$ cat config.mk
export PLATFORM = sky130hd
export DESIGN_NAME = bus_led_ctrl
export DESIGN_NICKNAME = d
export VERILOG_FILES = /design/src/rtl/bus_led_ctrl.sv
export SDC_FILE = /design/constraint.sdc
export NUM_CORES = 1
export LEC_CHECK = 0
export ABC_AREA = 1
export BUFFER_PORTS_ARGS = -buffer_cell sky130_fd_sc_hd__buf_4
export CORE_ASPECT_RATIO = 1.25
export CORE_MARGIN = 3
export CORE_UTILIZATION = 48
export DETAILED_ROUTE_END_ITERATION = 8
export PLACE_DENSITY = 0.72
export SLEW_MARGIN = 20
export SYNTH_ARGS = -nofsm -noshare
export SYNTH_HDL_FRONTEND = slang
export SYNTH_SLANG_ARGS = --single-unit
$ cat constraint.sdc
create_clock -name clk -period 1.62 [get_ports clk]
set_input_delay 0.324 -clock clk [delete_from_list [all_inputs] [get_ports clk]]
set_output_delay 0.324 -clock clk [all_outputs]
set_load 0.005 [all_outputs]
$ cat src/rtl/bus_led_ctrl.sv
// Memory-mapped LED controller with static, blink and prescaled-phase control per channel.
// Define BUS_LED_PWM_EN to add per-channel 8-bit DUTY brightness registers gated by a free-running PWM.
module bus_led_ctrl #(
  parameter logic [31:0] ADDR       = 32'h0300_0000,
  parameter int unsigned NCH        = 8,
  parameter int unsigned CW         = 24,
  parameter int unsigned PERIOD_RST = 12000000
) (
  input  logic           clk,
  input  logic           reset,
  input  logic [31:0]    bus_addr,
  input  logic [31:0]    bus_wr_data,
  input  logic [3:0]     bus_we,
  input  logic           bus_re,
  output logic [31:0]    bus_rd_data,
  output logic           bus_ack,
  output logic [NCH-1:0] leds
);

  localparam logic [CW-1:0] PERIOD_INIT = CW'(PERIOD_RST);

  function automatic logic [NCH-1:0] phase_init();
    logic [NCH-1:0] p;
    for (int unsigned i = 0; i < NCH; i++) p[i] = (i % 2 == 0);
    return p;
  endfunction

  logic [NCH-1:0] static_r, blink_r, phase_r, led_next;
  logic [CW-1:0]  period_r, cnt_r;
  logic           tick_r;
  logic           hit, wr, rd, tick_clr;
  logic [5:0]     off;
  logic [31:0]    wmask, static_ext, blink_ext, period_ext, status_ext, rd_mux;
  logic [31:0]    static_new, blink_new, period_new;

`ifdef BUS_LED_PWM_EN
  localparam int unsigned DW = (NCH > 1) ? $clog2(NCH) : 1;
  logic [7:0]    duty_r [NCH];
  logic [7:0]    pwm_r;
  logic          duty_hit;
  logic [DW-1:0] didx;
`endif

  assign off      = bus_addr[7:2];
  assign hit      = (bus_addr[31:8] == ADDR[31:8]) && (bus_re || (|bus_we));
  assign wr       = hit && (|bus_we);
  assign rd       = hit && bus_re && !(|bus_we);
  assign tick_clr = wr && (off == 6'd3) && bus_we[0] && bus_wr_data[0];

  always_comb begin
    wmask      = {{8{bus_we[3]}}, {8{bus_we[2]}}, {8{bus_we[1]}}, {8{bus_we[0]}}};
    static_ext = '0;
    blink_ext  = '0;
    period_ext = '0;
    status_ext = '0;
    static_ext[NCH-1:0] = static_r;
    blink_ext[NCH-1:0]  = blink_r;
    period_ext[CW-1:0]  = period_r;
    status_ext[0]       = tick_r;
    // PHASE bits that would land above bit 31 (NCH > 24) are not readable.
    for (int unsigned i = 0; i < NCH && i < 24; i++) status_ext[i+8] = phase_r[i];
    static_new = (static_ext & ~wmask) | (bus_wr_data & wmask);
    blink_new  = (blink_ext  & ~wmask) | (bus_wr_data & wmask);
    period_new = (period_ext & ~wmask) | (bus_wr_data & wmask);
`ifdef BUS_LED_PWM_EN
    duty_hit = (off >= 6'd16) && ((32'(off) - 32'd16) < NCH);
    didx     = DW'(off - 6'd16);
`endif
    case (off)
      6'd0:    rd_mux = static_ext;
      6'd1:    rd_mux = blink_ext;
      6'd2:    rd_mux = period_ext;
      6'd3:    rd_mux = status_ext;
      default: rd_mux = '0;
    endcase
`ifdef BUS_LED_PWM_EN
    if (duty_hit) rd_mux = {24'd0, duty_r[didx]};
`endif
    led_next = static_r ^ (blink_r & phase_r);
`ifdef BUS_LED_PWM_EN
    for (int unsigned i = 0; i < NCH; i++) led_next[i] = led_next[i] & (pwm_r < duty_r[i]);
`endif
  end

  always_ff @(posedge clk) begin
    if (reset) begin
      static_r    <= '0;
      blink_r     <= '0;
      period_r    <= PERIOD_INIT;
      cnt_r       <= PERIOD_INIT;
      phase_r     <= phase_init();
      tick_r      <= 1'b0;
      leds        <= '0;
      bus_ack     <= 1'b0;
      bus_rd_data <= '0;
`ifdef BUS_LED_PWM_EN
      pwm_r       <= '0;
      for (int unsigned i = 0; i < NCH; i++) duty_r[i] <= 8'hFF;
`endif
    end else begin
      bus_ack     <= hit;
      bus_rd_data <= rd ? rd_mux : '0;
      if (wr) begin
        case (off)
          6'd0:    static_r <= static_new[NCH-1:0];
          6'd1:    blink_r  <= blink_new[NCH-1:0];
          6'd2:    period_r <= period_new[CW-1:0];
          default: ;
        endcase
      end
      // A reload in the same cycle as a W1C keeps TICK set.
      if (cnt_r == '0) begin
        cnt_r   <= period_r;
        phase_r <= ~phase_r;
        tick_r  <= 1'b1;
      end else begin
        cnt_r <= cnt_r - 1'b1;
        if (tick_clr) tick_r <= 1'b0;
      end
      leds <= led_next;
`ifdef BUS_LED_PWM_EN
      pwm_r <= pwm_r + 8'd1;
      if (wr && duty_hit && bus_we[0]) duty_r[didx] <= bus_wr_data[7:0];
`endif
    end
  end

endmodule

== Word-level counts from Yosys, hierarchy flattened ==
Index checks and enable logic that the tools add are counted.

* Bits in registers: 114
* Input bits: 71

* Add/subtract/negate cells: 1
* Eq/ne operators: 4
* Multiplexer cells: 4
* Bitwise logic cells: 12
* Reductions and logical operators: 17

{| class="wikitable"
|+ Operators by type and width
! cell !! count
|-
| 24-bit case mux with 4 select lines || 1
|-
| 24-bit bitwise AND || 2
|-
| 8-bit bitwise AND || 3
|-
| 24-bit by 18-bit equality test with 1-bit output (second input constant) || 1
|-
| 24-bit logical NOT || 1
|-
| 24-bit two-way mux || 1
|-
| 24-bit inverter || 1
|-
| 24-bit OR || 1
|-
| 24-bit by 1-bit subtractor with 24-bit output (second input constant) || 1
|-
| 8-bit OR || 2
|-
| 6-bit by 2-bit equality test with 1-bit output (second input constant) || 2
|-
| 8-bit inverter || 1
|-
| 8-bit bitwise XOR || 1
|-
| 1-bit logical AND || 7
|-
| 6-bit by 1-bit equality test with 1-bit output (second input constant) || 1
|-
| 6-bit logical NOT || 1
|-
| 2-bit AND reduction || 3
|-
| 4-bit OR reduction || 1
|-
| 1-bit two-way mux || 2
|-
| 2-bit nonzero test || 1
|-
| 2-bit OR reduction || 1
|-
| 1-bit logical NOT || 1
|-
| 1-bit logical OR || 1
|-
| 1-bit inverter || 1
|}

== Longest topological paths before layout ==
Gate-level depths: netlist of run 1.

* Word-level depth: 9
* Depth in mapped cells: 11
* Depth with buffers taken out: 10

== Worst setup path before layout of run 1 ==
No wires, ideal clock.

* Path kind: register to register
* From: reg cnt_r[0]
* To: reg cnt_r[16]
* Library setup time: 130 ps
* Data arrival time: 1459 ps
* Required time: 1490 ps
* Setup slack: 31 ps
* Stages on the path, launching flop included: 10
* Path buffers: 2
* Cell sequence: dfxtp_1 inv_1 ha_1 nand2_1 nor2_1 buf_2 nand3_1 clkbuf_1 nand2_1 o211ai_1

* Cells in the longest elaborated chain, start to end: 2
* Elaborated cells on any way between the ends: 3
* Classes of those cells: add/sub (1); mux (1); reduce/logical (1)

{| class="wikitable"
|+ RTL lines
! item !! RTL line !! RTL
|-
| from (decl) || 29 || <nowiki>logic [CW-1:0] period_r, cnt_r;</nowiki>
|-
| from (signal assigned) || 113 || <nowiki>cnt_r <= period_r;</nowiki>
|-
| from (signal assigned) || 117 || <nowiki>cnt_r <= cnt_r - 1'b1;</nowiki>
|-
| 24-bit by 1-bit subtractor with 24-bit output / 24-bit logical NOT (equally long branches) || 117, 112 ||
|-
| 24-bit two-way mux * || 112 || <nowiki>if (cnt_r == '0) begin</nowiki>
|}

Every way passes the cells marked *; elsewhere a longest branch is shown, timed or not.
A chain may end at the register's enable or synchronous reset.

== Worst setup path in the final report of run 1 ==
* From: reg cnt_r[1]
* To: reg cnt_r[19]

The elaborated chain is that of the path after synthesis.

==> flow_summary.toml, run 1 <==
[logic_synthesis]
syn_inst = 666
avgSynthCellArea_um2 = 7.16
synth.distinct_cells = 36
synth-seq-cells = 106
synth_enable_flop_cells = 0
async_reset_ff_frac = 0
syn_area_um2 = 4770
synth-main-ff-cell = "dfxtp_1"
ys_warn_count = 0
seq_area_frac_synth = 0.445

[cts]
cts_tree = "built"
insertion_delay_ns = 0.35
cts_max_path_buffers = 2
cts.sinks = 106
ctsHtreeMaxLevel = 3
cts-root-buf = "clkbuf_16"
numCtsBuffers = 9
clk_pin_slew_ns = 0.07

[power]
vdd_drop_max_mv = 0.669
power_frac_comb = 0.114
netSwitchingFraction = 0.245
p_int_mw = 4.34
power_density_nw_per_um2 = 929
p_switching_mw = 1.41
seqPwrFrac = 0.472
clockPowerShare = 0.414
p_leak_nw = 2.95

[sta]
worst_slack_ns = 0.0532
whs_ns = 0.181
finalSetupViolations = 0
skew_ns = 0.00666
hold_viol = 0
drv_slew = 0
fmax_ghz = 0.638
period_minus_slack_ns = 1.57
fin_crit_sh = 0.967

[floorplanning]
initial_utilization = 0.494
fp-row-count = 40
chipHeight_um = 117
die_w_um = 95.2
ios = 112
core_area_um2 = 9660
floorplan.die_area_um2 = 11200

[routing]
ant_nets = 0
drtPass1Iterations = 5
via_count = 4756
post_drt_wl_per_cell_um = 14.6
drtIter0Drc = 267
vias_per_cell = 5.20
drc = 0
routed_wl_mm = 13.3

[place]
dp.cells = 894
gp_congestion = 0.866
portBuffers = 93
dp_slack_ns = -0.179
dp_hpwl_mm = 9.63
place_area_um2 = 5750

[finish]
final_util = 0.640
fin_nets = 856
layout_commonest_cell = "nand2_1"
fillCellCount = 852
layout_common_cells = "nand2_1, nor2_1, buf_4"
drive_gt1_frac = 0.232
stdcell_count = 915
diodes = 0
design_area_um2 = 6190
areaGrowthSynthToFinish_pct = 29.7

[global_route]
overflow = 0
busiest_layer = "met2"
gr-usage-met1 = 0.294
antenna_found_initial = 0
grt_max_degree = 32
grt_pass1_vias = 4669
gr-usage-met2 = 0.411
track_usage = 0.245
grt_pass1_wl_mm = 21.7
grt_util_met3 = 0.0345

[outcome]
status = "complete, no violations"

[setup_path]
r2r_slack_ns = 0.05
critPathKind = "flop to flop"
max_stage_delay_ns = 0.30
path_max_fanout = 17
cp_slowest_cell = "dfxtp_1"
cp-start-kind = "flop"
cp_data_arrival_time_ns = 1.82
crit_top_cell = "inv_1"
path_cells = "inv_1, ha_4, nand2_1, nor2_2, nand3_1, inv_1, buf_12, a21oi_1, nand2_1, inv_1"
worstPathRequired_ns = 1.87
crit_path_end_kind = "flop"

[flow_run]
drv_cap = 0

[worst_hold_path]
min_path_type = "input port to flop"
==> power groups by stage <==
stage	Sequential (mW)	Combinational [mW]	Clock, mW
2_1_floorplan	2.75	0.311	0
3_3_place_gp	2.76	0.543	0
3_5_place_dp	2.76	0.556	0
4_1_cts	2.70	0.564	2.43
5_1_grt	2.72	0.722	2.52
6_report	2.71	0.654	2.38
==> final cells by class <==
cell class,count,area [um2],share of cell area
clock buffer,9,225,0.0364
clock inverter,7,100,0.0162
inverter,66,248,0.0400
multi-input combinational,470,2310,0.373
sequential,106,2120,0.343
tap,126,158,0.0255
timing repair buffer,131,1020,0.166
==> kinds of logic after synthesis <==
logic type	after synthesis	share of synthesized area
other cells	1	0.000786
fa+ha+maj	1	0.00262
flops	106	0.445
buf+inv	97	0.0910
simple gates	357	0.330
compound gates	89	0.103
xor+xnor	15	0.0275
==> path summary, 6_finish.rpt <==
check / endpoint / cells after the start / start
worst max-delay path: cnt_r[19] / 10 / cnt_r[1]
worst min-delay path: bus_ack / 2 / reset
worst max register to register: cnt_r[19] / 10 / cnt_r[1]
worst min register to register: bus_rd_data[18] / 2 / flop
==> per-stage QoR <==
stage               power, mW  TNS, ns
floorplan                3.06        0
global placement         3.30    -5.73
detailed placement       3.32    -6.29
CTS                      5.69        0
global route             5.96   -0.120
finish                   5.75        0
==> cells in the mapped netlist, types with 3 or more instances <==
cell | count | area share
nor2_2 | 5 | 0.0066
nand3_1 | 44 | 0.046
dfxtp_1 | 106 | 0.44
buf_4 | 8 | 0.013
a21oi_1 | 41 | 0.043
buf_2 | 8 | 0.0084
nor3_1 | 8 | 0.0084
nor2_1 | 143 | 0.11
a211oi_1 | 3 | 0.0047
nand4_1 | 9 | 0.012
o22ai_1 | 8 | 0.010
nand4_4 | 3 | 0.013
xor2_1 | 6 | 0.011
xnor2_1 | 9 | 0.017
nand4_2 | 3 | 0.0079
nand2_1 | 134 | 0.11
inv_1 | 64 | 0.050
a22oi_1 | 8 | 0.013
clkbuf_1 | 11 | 0.0087
buf_6 | 4 | 0.0094
o21ai_0 | 26 | 0.027
==> worst max-delay path, delay by kind of cell (launching register included) <==
kind	cells	cell delay (ns)
adders and majority gates	1	0.17
DFF	1	0.30
AOI/OAI and AO/OA	1	0.10
and+or+nand+nor	4	0.45
buffers and inverters	4	0.45
==> routing by layer <==
layer | wire (um) | share of wire
met1 | 5180 | 0.39
met2 | 6830 | 0.51
met3 | 779 | 0.058
met4 | 559 | 0.042
met5 | 0 | 0
==> timing repair <==
| item | CTS | global route |
|---|---|---|
| setup endpoints to repair | 3 | 33 |
| gates resized for setup | 3 | 19 |
| gates cloned | 0 | 0 |
| pin swaps | 0 | 4 |
| buffers inserted | 0 | 5 |
| hold buffers | 0 | 0 |
Note: power is estimated with default switching activity, not from simulation.
==> run 2: changes to the inputs <==
--- a/config.mk
+++ b/config.mk
@@ -5,13 +5,14 @@
 export SDC_FILE = /design/constraint.sdc
 export NUM_CORES = 1
 export LEC_CHECK = 0
-export ABC_AREA = 1
+export ABC_AREA = 0
 export BUFFER_PORTS_ARGS = -buffer_cell sky130_fd_sc_hd__buf_4
 export CORE_ASPECT_RATIO = 1.25
 export CORE_MARGIN = 3
 export CORE_UTILIZATION = 48
 export DETAILED_ROUTE_END_ITERATION = 8
-export PLACE_DENSITY = 0.72
+export PLACE_DENSITY = 0.73
+export REMOVE_ABC_BUFFERS = 1
 export SLEW_MARGIN = 20
 export SYNTH_ARGS = -nofsm -noshare
 export SYNTH_HDL_FRONTEND = slang
==> flow_summary.toml, run 2 <==
[outcome]
status = "finished with violations"
violations = "negative setup slack"

[sta]
tightest_slew_ns = 0.563
setup-tns-final_ns = -8.43
rsz0062_at_grt = "true"
whs_ns = 0.188
hold_viol = 0
finalSetupViolations = 35
skew_ns = 0.0123
fin_crit_sh = 1.24
relSlewSlack = 0.624
drv_slew = 0
fmax_ghz = 0.499
period_minus_slack_ns = 2.00
worst_slack_ns = -0.383

[cts]
clk_pin_slew_ns = 0.10
insertion_delay_ns = 0.38
cts-root-buf = "clkbuf_8"
cts_max_path_buffers = 2
cts_tree = "built"
ctsHoldBuffers = 0
cts.sinks = 106
numCtsBuffers = 9
ctsHtreeMaxLevel = 3

[logic_synthesis]
syn_inst = 478
synth-main-ff-cell = "dfxtp_1"
async_reset_ff_frac = 0
yosys.area.top_type = "dfxtp_1"
synth-seq-cells = 106
ys_warn_count = 0
yosys.cell_count.top_type = "nor2_1"
synthTopCellsByArea = "dfxtp_1, nor2_1, mux2i_1"
avgSynthCellArea_um2 = 9.38
seq_area_frac_synth = 0.473
syn_area_um2 = 4480
synth.top_cell.area_share = 0.473
synth.distinct_cells = 50
synth_enable_flop_cells = 0
synth_common_cells = "nor2_1, dfxtp_1, mux2i_1"

[floorplanning]
ios = 112
initial_utilization = 0.504
floorplan.die_area_um2 = 10500
chipHeight_um = 114
fp-row-count = 38
die_w_um = 92.4
core_area_um2 = 8890

[setup_path]
cp_data_arrival_time_ns = 2.22
crit_top_cell = "buf_4"
path_max_fanout = 2
worstPathRequired_ns = 1.84
r2r_slack_ns = -0.38
cpLargestDelayFamily = "simple AND/OR/NAND/NOR gates"
crit_buf_inv = 3
path_cells = "buf_4, or4_4, nor3_4, buf_6, buf_4, nand2_1, xor2_1, a31oi_1"
crit_path_end_kind = "flop"
cp-start-kind = "flop"
critPathKind = "flop to flop"
max_stage_delay_ns = 0.55
cp_slowest_cell = "or4_4"

[finish]
layout_common_cells = "buf_4, dfxtp_1, nor2_1"
stdcell_count = 766
fillCellCount = 606
areaGrowthSynthToFinish_pct = 44.4
fin_nets = 713
layout_commonest_cell = "buf_4"
diodes = 0
drive_gt1_frac = 0.406

[routing]
drtIter0Drc = 200
vias_per_cell = 5.31
drtPass1Iterations = 4
routed_wl_mm = 13.0
drc = 0
post_drt_wl_per_cell_um = 17.0
ant_nets = 0
via_count = 4070

[global_route]
antenna_found_initial = 0
track_usage = 0.231
overflow = 0
grt_pass1_wl_mm = 19.3
grt_pass1_vias = 4080
grt_max_degree = 48

[flow_run]
drv_cap = 0

[place]
gp_congestion = 0.878
dp_hpwl_mm = 8.35
dp.cells = 726
portBuffers = 93
dp_slack_ns = -0.725

[power]
total_power_mw = 5.06
p_leak_nw = 2.81
vdd_drop_max_mv = 0.524
power_density_nw_per_um2 = 781

[worst_hold_path]
min_path_type = "input port to flop"
-- run 2: final timing paths --
check	startpoint	to	cells after the start
worst max-delay path	cnt_r[1]	cnt_r[11]	8
worst min-delay path	bus_wr_data[21]	flop	3
worst max register to register	cnt_r[1]	cnt_r[11]	8
worst min register to register	flop	bus_rd_data[22]	1
-- run 2: worst reg2reg max path, delay by kind of cell, from the launching register on --
kind                   cells  cell delay, ns
AND/OR/NAND/NOR            3            0.81
buffers and inverters      3            0.36
AO/OA/AOI/OAI              1            0.13
flip-flops                 1            0.34
XOR/XNOR                   1            0.21
-- run 2: cells by family after synthesis --
group	after synthesis	synth area share
multiplexers	41	0.0946
XOR/XNOR	32	0.0625
AND/OR/NAND/NOR	206	0.246
AO/OA/AOI/OAI	52	0.0742
buffers and inverters	39	0.0458
other	1	0.000836
flip-flops	106	0.473
adder cells (fa/ha/maj)	1	0.00279
-- run 2: power by group --
| group | leakage (nW) | internal (mW) | switching, mW |
|---|---|---|---|
| Sequential | 0.857 | 2.66 | 0.0679 |
| Clock | 0.0938 | 0.594 | 0.983 |
| Combinational | 1.86 | 0.422 | 0.334 |
| Total | 2.81 | 3.67 | 1.38 |
-- run 2: layout make-up --
class | count | area [um2] | area share
Clock buffer | 10 | 128 | 0.0197
Clock inverter | 6 | 55.1 | 0.00850
Inverter | 8 | 30.0 | 0.00464
Multi-Input combinational cell | 341 | 2480 | 0.384
Sequential cell | 106 | 2130 | 0.328
Tap cell | 120 | 150 | 0.0232
Timing Repair Buffer | 175 | 1500 | 0.232
-- run 2: metal layers --
layer  up-vias  global-route usage  wire length, um
met1      1990               0.266             5100
met3        26              0.0375              572
met2       105               0.415             6960
met5         -                   0                0
met4         0               0.109              354
li1       1949                   -                -
-- run 2: repair_timing --
action                     CTS  global route
setup endpoints to repair   89            55
cloned                       2             3
pin swaps                   23            21
setup buffers               13             9
resized for setup           41            42
-- run 2: metrics by stage --
step           cell area [um2]  utilization
2_1_floorplan             4330            -
3_3_place_gp              5680        0.639
3_5_place_dp              5680        0.639
4_1_cts                   6170        0.694
5_1_grt                   6470        0.728
6_report                  6470        0.728
